## src/rtl/fc_apb_pkg.sv

```systemverilog
// fc_apb_pkg
// Shared definitions for the FC accelerator APB initiator:
//   - apb_state_e          : initiator state encoding (IDLE, SETUP, ACCESS, RESP)
//   - FC_APB_TIMEOUT_DEFAULT : default ACCESS wait limit used when the timeout
//                            feature (macro FC_APB_TIMEOUT_EN) is compiled in
//   - FC_REG_*             : byte offsets of the FC block's APB registers
package fc_apb_pkg;

    typedef enum logic [1:0] {
        IDLE   = 2'd0,
        SETUP  = 2'd1,
        ACCESS = 2'd2,
        RESP   = 2'd3
    } apb_state_e;

    localparam int unsigned FC_APB_TIMEOUT_DEFAULT = 255;

    localparam logic [31:0] FC_REG_COMMAND     = 32'h0000_0000;
    localparam logic [31:0] FC_REG_SIZE        = 32'h0000_0004;
    localparam logic [31:0] FC_REG_START       = 32'h0000_0008;
    localparam logic [31:0] FC_REG_DONE        = 32'h0000_000C;
    localparam logic [31:0] FC_REG_CLK_COUNTER = 32'h0000_0010;
    localparam logic [31:0] FC_REG_MAX_INDEX   = 32'h0000_0014;

endpackage

```

## src/rtl/fc_apb_wait_timer.sv

```systemverilog
// fc_apb_wait_timer
// Counts ACCESS wait cycles for the APB initiator's optional timeout.
// Only instantiated when FC_APB_TIMEOUT_EN is defined.
// Ports:
//   clk_i     : clock, rising edge
//   rst_i     : asynchronous active-high reset
//   clear_i   : zero the count (asserted the cycle before ACCESS begins)
//   enable_i  : count this cycle (ACCESS with PREADY low)
//   expired_o : count has reached LIMIT
module fc_apb_wait_timer #(
    parameter int unsigned LIMIT = 255
) (
    input  logic clk_i,
    input  logic rst_i,
    input  logic clear_i,
    input  logic enable_i,
    output logic expired_o
);

    localparam int unsigned W = $clog2(LIMIT + 1);
    localparam logic [W-1:0] LimitVal = W'(LIMIT);

    logic [W-1:0] count_q;

    // Wait counter: cleared on the way into ACCESS, then advances once per
    // stalled ACCESS cycle. It stops at LIMIT so it can never wrap.
    always_ff @(posedge clk_i or posedge rst_i) begin
        if (rst_i) begin
            count_q <= '0;
        end else if (clear_i) begin
            count_q <= '0;
        end else if (enable_i && (count_q != LimitVal)) begin
            count_q <= count_q + 1'b1;
        end
    end

    assign expired_o = (count_q == LimitVal);

endmodule

```

## src/rtl/fc_apb_initiator.sv

```systemverilog
// fc_apb_initiator
// APB bridge master for the FC accelerator register slave. Accepts one
// request on a valid/ready channel, runs one SETUP/ACCESS transfer and
// returns read data plus error status on a one-entry response channel.
// Ports:
//   CLK, RESET                          : clock, async active-high reset
//   REQ_VALID/READY/WRITE/ADDR/WDATA    : request channel
//   RSP_VALID/READY/RDATA/ERR           : response channel
//   PADDR/PSEL/PENABLE/PWRITE/PWDATA    : APB master outputs
//   PRDATA/PREADY/PSLVERR               : APB slave returns
//   BUSY                                : high whenever not IDLE
// Optional feature: define FC_APB_TIMEOUT_EN to abort ACCESS phases that
// stall longer than TIMEOUT_CYCLES.
module fc_apb_initiator
    import fc_apb_pkg::*;
#(
    parameter int unsigned ADDR_WIDTH     = 32,
    parameter int unsigned DATA_WIDTH     = 32,
    parameter int unsigned TIMEOUT_CYCLES = FC_APB_TIMEOUT_DEFAULT
) (
    input  logic                  CLK,
    input  logic                  RESET,
    input  logic                  REQ_VALID,
    output logic                  REQ_READY,
    input  logic                  REQ_WRITE,
    input  logic [ADDR_WIDTH-1:0] REQ_ADDR,
    input  logic [DATA_WIDTH-1:0] REQ_WDATA,
    output logic                  RSP_VALID,
    input  logic                  RSP_READY,
    output logic [DATA_WIDTH-1:0] RSP_RDATA,
    output logic                  RSP_ERR,
    output logic [ADDR_WIDTH-1:0] PADDR,
    output logic                  PSEL,
    output logic                  PENABLE,
    output logic                  PWRITE,
    output logic [DATA_WIDTH-1:0] PWDATA,
    input  logic [DATA_WIDTH-1:0] PRDATA,
    input  logic                  PREADY,
    input  logic                  PSLVERR,
    output logic                  BUSY
);

    apb_state_e state_q, state_d;

    logic [ADDR_WIDTH-1:0] paddr_q;
    logic                  pwrite_q;
    logic [DATA_WIDTH-1:0] pwdata_q;
    logic [DATA_WIDTH-1:0] rspRdata_q;
    logic                  rspErr_q;

    logic accept;
    logic complete;
    logic abort;

    assign accept   = (state_q == IDLE) && REQ_VALID;
    assign complete = (state_q == ACCESS) && PREADY;

`ifdef FC_APB_TIMEOUT_EN
    logic timerExpired;

    fc_apb_wait_timer #(
        .LIMIT(TIMEOUT_CYCLES)
    ) u_wait_timer (
        .clk_i    (CLK),
        .rst_i    (RESET),
        .clear_i  (state_q == SETUP),
        .enable_i ((state_q == ACCESS) && !PREADY),
        .expired_o(timerExpired)
    );

    // A ready slave in the expiry cycle still wins: only abort when PREADY is low.
    assign abort = (state_q == ACCESS) && !PREADY && timerExpired;
`else
    logic unused_timeout;

    assign unused_timeout = (TIMEOUT_CYCLES == 0);
    assign abort          = 1'b0;
`endif

    // State register.
    always_ff @(posedge CLK or posedge RESET) begin
        if (RESET) begin
            state_q <= IDLE;
        end else begin
            state_q <= state_d;
        end
    end

    // Next-state logic: SETUP always lasts one cycle; ACCESS waits on PREADY
    // (or the timeout); RESP holds until the response is consumed.
    always_comb begin
        state_d = state_q;
        unique case (state_q)
            IDLE:    if (REQ_VALID)           state_d = SETUP;
            SETUP:                            state_d = ACCESS;
            ACCESS:  if (complete || abort)   state_d = RESP;
            RESP:    if (RSP_READY)           state_d = IDLE;
            default:                          state_d = IDLE;
        endcase
    end

    // Output decode straight from the state register, so PSEL/PENABLE drop
    // the moment RESET forces IDLE.
    always_comb begin
        REQ_READY = 1'b0;
        PSEL      = 1'b0;
        PENABLE   = 1'b0;
        RSP_VALID = 1'b0;
        BUSY      = 1'b1;
        unique case (state_q)
            IDLE: begin
                REQ_READY = 1'b1;
                BUSY      = 1'b0;
            end
            SETUP: begin
                PSEL = 1'b1;
            end
            ACCESS: begin
                PSEL    = 1'b1;
                PENABLE = 1'b1;
            end
            RESP: begin
                RSP_VALID = 1'b1;
            end
            default: begin
                BUSY = 1'b1;
            end
        endcase
    end

    // Transfer attributes are captured on the request handshake and left
    // alone afterwards, which keeps them stable through SETUP and ACCESS.
    always_ff @(posedge CLK or posedge RESET) begin
        if (RESET) begin
            paddr_q  <= '0;
            pwrite_q <= 1'b0;
            pwdata_q <= '0;
        end else if (accept) begin
            paddr_q  <= REQ_ADDR;
            pwrite_q <= REQ_WRITE;
            pwdata_q <= REQ_WDATA;
        end
    end

    // Response capture. PSLVERR is only looked at alongside PREADY; writes
    // and aborted transfers return zero data.
    always_ff @(posedge CLK or posedge RESET) begin
        if (RESET) begin
            rspRdata_q <= '0;
            rspErr_q   <= 1'b0;
        end else if (complete) begin
            rspRdata_q <= pwrite_q ? '0 : PRDATA;
            rspErr_q   <= PSLVERR;
        end else if (abort) begin
            rspRdata_q <= '0;
            rspErr_q   <= 1'b1;
        end
    end

    assign PADDR     = paddr_q;
    assign PWRITE    = pwrite_q;
    assign PWDATA    = pwdata_q;
    assign RSP_RDATA = rspRdata_q;
    assign RSP_ERR   = rspErr_q;

endmodule

```

## config.mk

```make
export PLATFORM = sky130hd
export DESIGN_NAME = fc_apb_initiator
export DESIGN_NICKNAME = d
export VERILOG_FILES = /design/src/rtl/fc_apb_pkg.sv /design/src/rtl/fc_apb_wait_timer.sv /design/src/rtl/fc_apb_initiator.sv
export SDC_FILE = /design/constraint.sdc
export NUM_CORES = 1
export LEC_CHECK = 0
export BUFFER_PORTS_ARGS = -buffer_cell sky130_fd_sc_hd__buf_2
export CAP_MARGIN = 15
export CELL_PAD_IN_SITES_DETAIL_PLACEMENT = 0
export CELL_PAD_IN_SITES_GLOBAL_PLACEMENT = 1
export CORE_UTILIZATION = 34
export DETAILED_ROUTE_END_ITERATION = 10
export PLACE_DENSITY = 0.77
export SKIP_CTS_REPAIR_TIMING = 1
export SLEW_MARGIN = 25
export SYNTH_ARGS = -nofsm -noshare
export SYNTH_HDL_FRONTEND = slang
export SYNTH_HIERARCHICAL = 1
export SYNTH_SLANG_ARGS = --single-unit
```

## constraint.sdc

```tcl
create_clock -name CLK -period 4.45 [get_ports CLK]
set_clock_uncertainty 0.1 [all_clocks]
set_input_delay 0.89 -clock CLK [delete_from_list [all_inputs] [get_ports CLK]]
set_output_delay 0.89 -clock CLK [all_outputs]
set_load 0.05 [all_outputs]
```

==> impl_summary.md <==
Final layout
From synthesis to final layout, the design area changed by 36.01%. The register area is 0.002502 mm2. The fraction of final layout cells sized beyond drive strength 1 is 58.28%. The number of nets in the layout is 603. Once layout is complete, the utilization of the core stands at between 40% and 50%. The number of fill cells is 1059. Summing all multi-input logic gate instances after layout gives roughly 0.0013 mm2. The final antenna diode count is 0.

Yosys
The distinct cell type count of the synthesized netlist is 14. Synthesis produced 295 cells. Counting every net in the synthesized netlist gives 401. The flip-flop and latch count after synthesis is 100. The sequential area share after synthesis is a little under two thirds. The synthesized area per cell is 13.36 um2.

The total of warnings raised by yosys is 6. In this run the cell area of the synthesized design comes to 0.003940 mm2.

Critical path
The standard cell with the maximum stage delay on the critical path is dfrtp_1. Together, buffers and inverters on the worst path number 1. The delay contributed by the slowest stage of the critical path is 0.90 ns. The critical path data arrival time is 1.63 ns. The number of cells on the worst reg-to-reg path is 5.

The kind of launch point of the worst setup path is a register. In this run the critical register-to-register path is launched from state_q[1]. The kind of cell with the highest combined delay along the critical path is flip-flops. Along the worst path, the maximum fanout reaches 34. The reg-to-reg endpoint is PWDATA[11].

The critical path goes through buf_2. The required time reported for the critical path endpoint is ~3.5 ns. Across all register-to-register paths, the minimum setup slack is 2.38 ns. The category of the worst setup path capture point is a primary output.

The critical path in this run is classified as register to primary output.

STA
For the pin with the worst max-slew slack, the measured transition is 0.8458 ns. The upper clock frequency limit is roughly 0.38 GHz. Setup repair after global routing left no endpoint under its margin. The max-slew violation total from the final report is 0. Adding up every negative setup slack in the final design gives 0 ns. The time the final worst path needs with I/O delays and setup is 2.623 ns. The post-route fraction of the period consumed by the critical path is roughly three fifths. In this run the tightest slew margin relative to its limit is a little over two fifths. The number of failing setup endpoints in the final timing report is 0. The total count of hold-check failures in the final report is 0.

CTS
Clock latency on the worst-skew pair, taken at its later pin, is 0.33 ns. In this run the number of H-tree levels came out at 3. The CTS sink count is 100.

TritonCTS built the clock tree. The root buffer cell is clkbuf_16. The clock passes through at most 2 buffers. Buffers inserted during clock tree synthesis total 9.

After clock tree synthesis, the clock-pin slew on the worst setup and hold paths is 0.07 ns.

Floorplan
The die is 109.7 um wide. During I/O placement, the number of pins put on the boundary was 206. The area of the die is 0.01202 mm2. The floorplan core area is 0.01108 mm2.

The effective utilization at floorplan is 35.57%. In this run the core area contains 38 standard-cell rows. The height of the die is 109.7 um.

Detailed routing
The first-iteration detailed-routing DRC count is 82. For this block, the via count after detailed routing is 2886. The ratio of routed vias to standard cells is 4.502. The number of remaining DRC errors is 0. The average wire length per cell after detail routing is 13.71 um. The first-pass detailed-route iteration total is 4. Wires add up to 8.785 mm.

The count of nets left with antenna violations after detail routing is 0.

GRT
The largest net degree at the start of global routing is between 60 and 70. The total routing usage reported by global routing is between 10% and 20%. The number of global-route vias before repair came to 2792. The first global-routing pass estimated 13.12 mm of wire. The number of antenna violations at the first check in global routing was 0. The remaining global-route overflow is 0.

Min path
The startpoint identified for the worst hold timing path is RSP_RDATA[22]. Along the worst hold path, the cell count comes to 2. The path category of the worst min-delay check is register to register. The worst hold path terminates at RSP_RDATA[22].

Run
The tool flagged a number of max-cap violations equal to 0.

Placement
The port buffer count is between 200 and 250. The half-perimeter wire length after detailed placement is 6.347 mm. The global placer's final weighted congestion is 0.6791.

Outcome
The flow ran to the end, and the final reports show no timing, DRC or antenna violations.
final cells by class:
cell class                 count  share of cell area (%)
sequential                   100                   46.70
multi-input combinational    171                   24.52
timing repair buffer         208                   19.57
clock buffer                   9                   4.203
tap                          140                   3.269
clock inverter                 6                   1.214
inverter                       7                  0.5370
per-stage QoR:
| step | instance area, um2 | cells | setup WS (ns) | hold WS (ns) |
|---|---|---|---|---|
| 2_1_floorplan | 3940 | 295 | 0.8412 | 0.4116 |
| 3_3_place_gp | 5064 | 626 | 2.092 | 0.3591 |
| 3_5_place_dp | 5064 | 626 | 2.067 | 0.3727 |
| 4_1_cts | 5354 | 641 | 1.777 | 0.3908 |
| 5_1_grt | 5359 | 641 | 1.699 | 0.4089 |
| 6_report | 5359 | 641 | 1.827 | 0.3842 |
worst min-delay path, delay by kind of cell (launching register included):
kind / cells / cell delay [ns]
flops: 1 / 0.35
compound gates: 1 / 0.06
simple gates: 1 / 0.05
state kept, by name (all words and copies together) (netlist names):
name / flops
RSP_RDATA: 32
state_q: 2
RSP_ERR: 1
PWDATA: 32
PADDR: 32
PWRITE: 1
Yosys cell counts:
library cell,n,area (um2)
nand2_1,34,127.6
buf_2,5,25.02
dfrtp_1,100,2502
buf_6,5,56.30
mux2i_1,1,10.01
a222oi_1,1,10.01
o21ai_0,32,160.2
mux2_1,1,11.26
inv_1,7,26.28
clkbuf_1,7,26.28
nor2_1,1,3.750
nand2b_1,32,200.2
ha_1,3,37.54
mux2_2,66,743.2
worst max path at each step:
stage / to / cells after the start / from / slack, ns
after floorplan: PADDR[0] / 1 / RESET / 0.84
after global placement: PWDATA[17] / 4 / REQ_VALID / 2.09
after detailed placement: RSP_ERR / 3 / PREADY / 2.07
after CTS: PWRITE / 1 / PWRITE / 1.78
after global routing: PWRITE / 1 / PWRITE / 1.70
final: PWRITE / 1 / PWRITE / 1.83
metal layers:
layer  share of wire [%]  track usage, %  wire length, um
met5                   0               0                0
met4                0.97           4.000               85
met3                 8.3           5.928              730
met2                  52           25.11             4546
met1                  39           16.41             3422
logic make-up after synthesis:
kind of cell	synth area share (%)
compound gates	4.319
fa+ha+maj	0.9528
buf+inv	3.398
flops	63.51
mux	19.40
simple gates	8.415
cell usage in the layout (no fill, tap or decap):
master / netlist / final
nand2_2: 0 / 1
inv_6: 0 / 1
mux2_2: 66 / 66
nand2b_1: 32 / 32
clkinv_4: 0 / 1
ha_1: 3 / 3
dfrtp_1: 100 / 100
bufinv_16: 0 / 1
nand2_1: 34 / 32
clkbuf_16: 0 / 9
inv_1: 7 / 6
nor2_1: 1 / 1
nand2_4: 0 / 1
o21ai_0: 32 / 32
inv_4: 0 / 1
mux2i_1: 1 / 1
mux2_1: 1 / 1
clkinv_2: 0 / 2
a222oi_1: 1 / 1
buf_2: 5 / 205
clkinvlp_4: 0 / 1
buf_4: 0 / 3
Power is left out: the tool's default activity adds up to more than one toggle a clock period on the data nets, which glitch-free logic cannot reach.
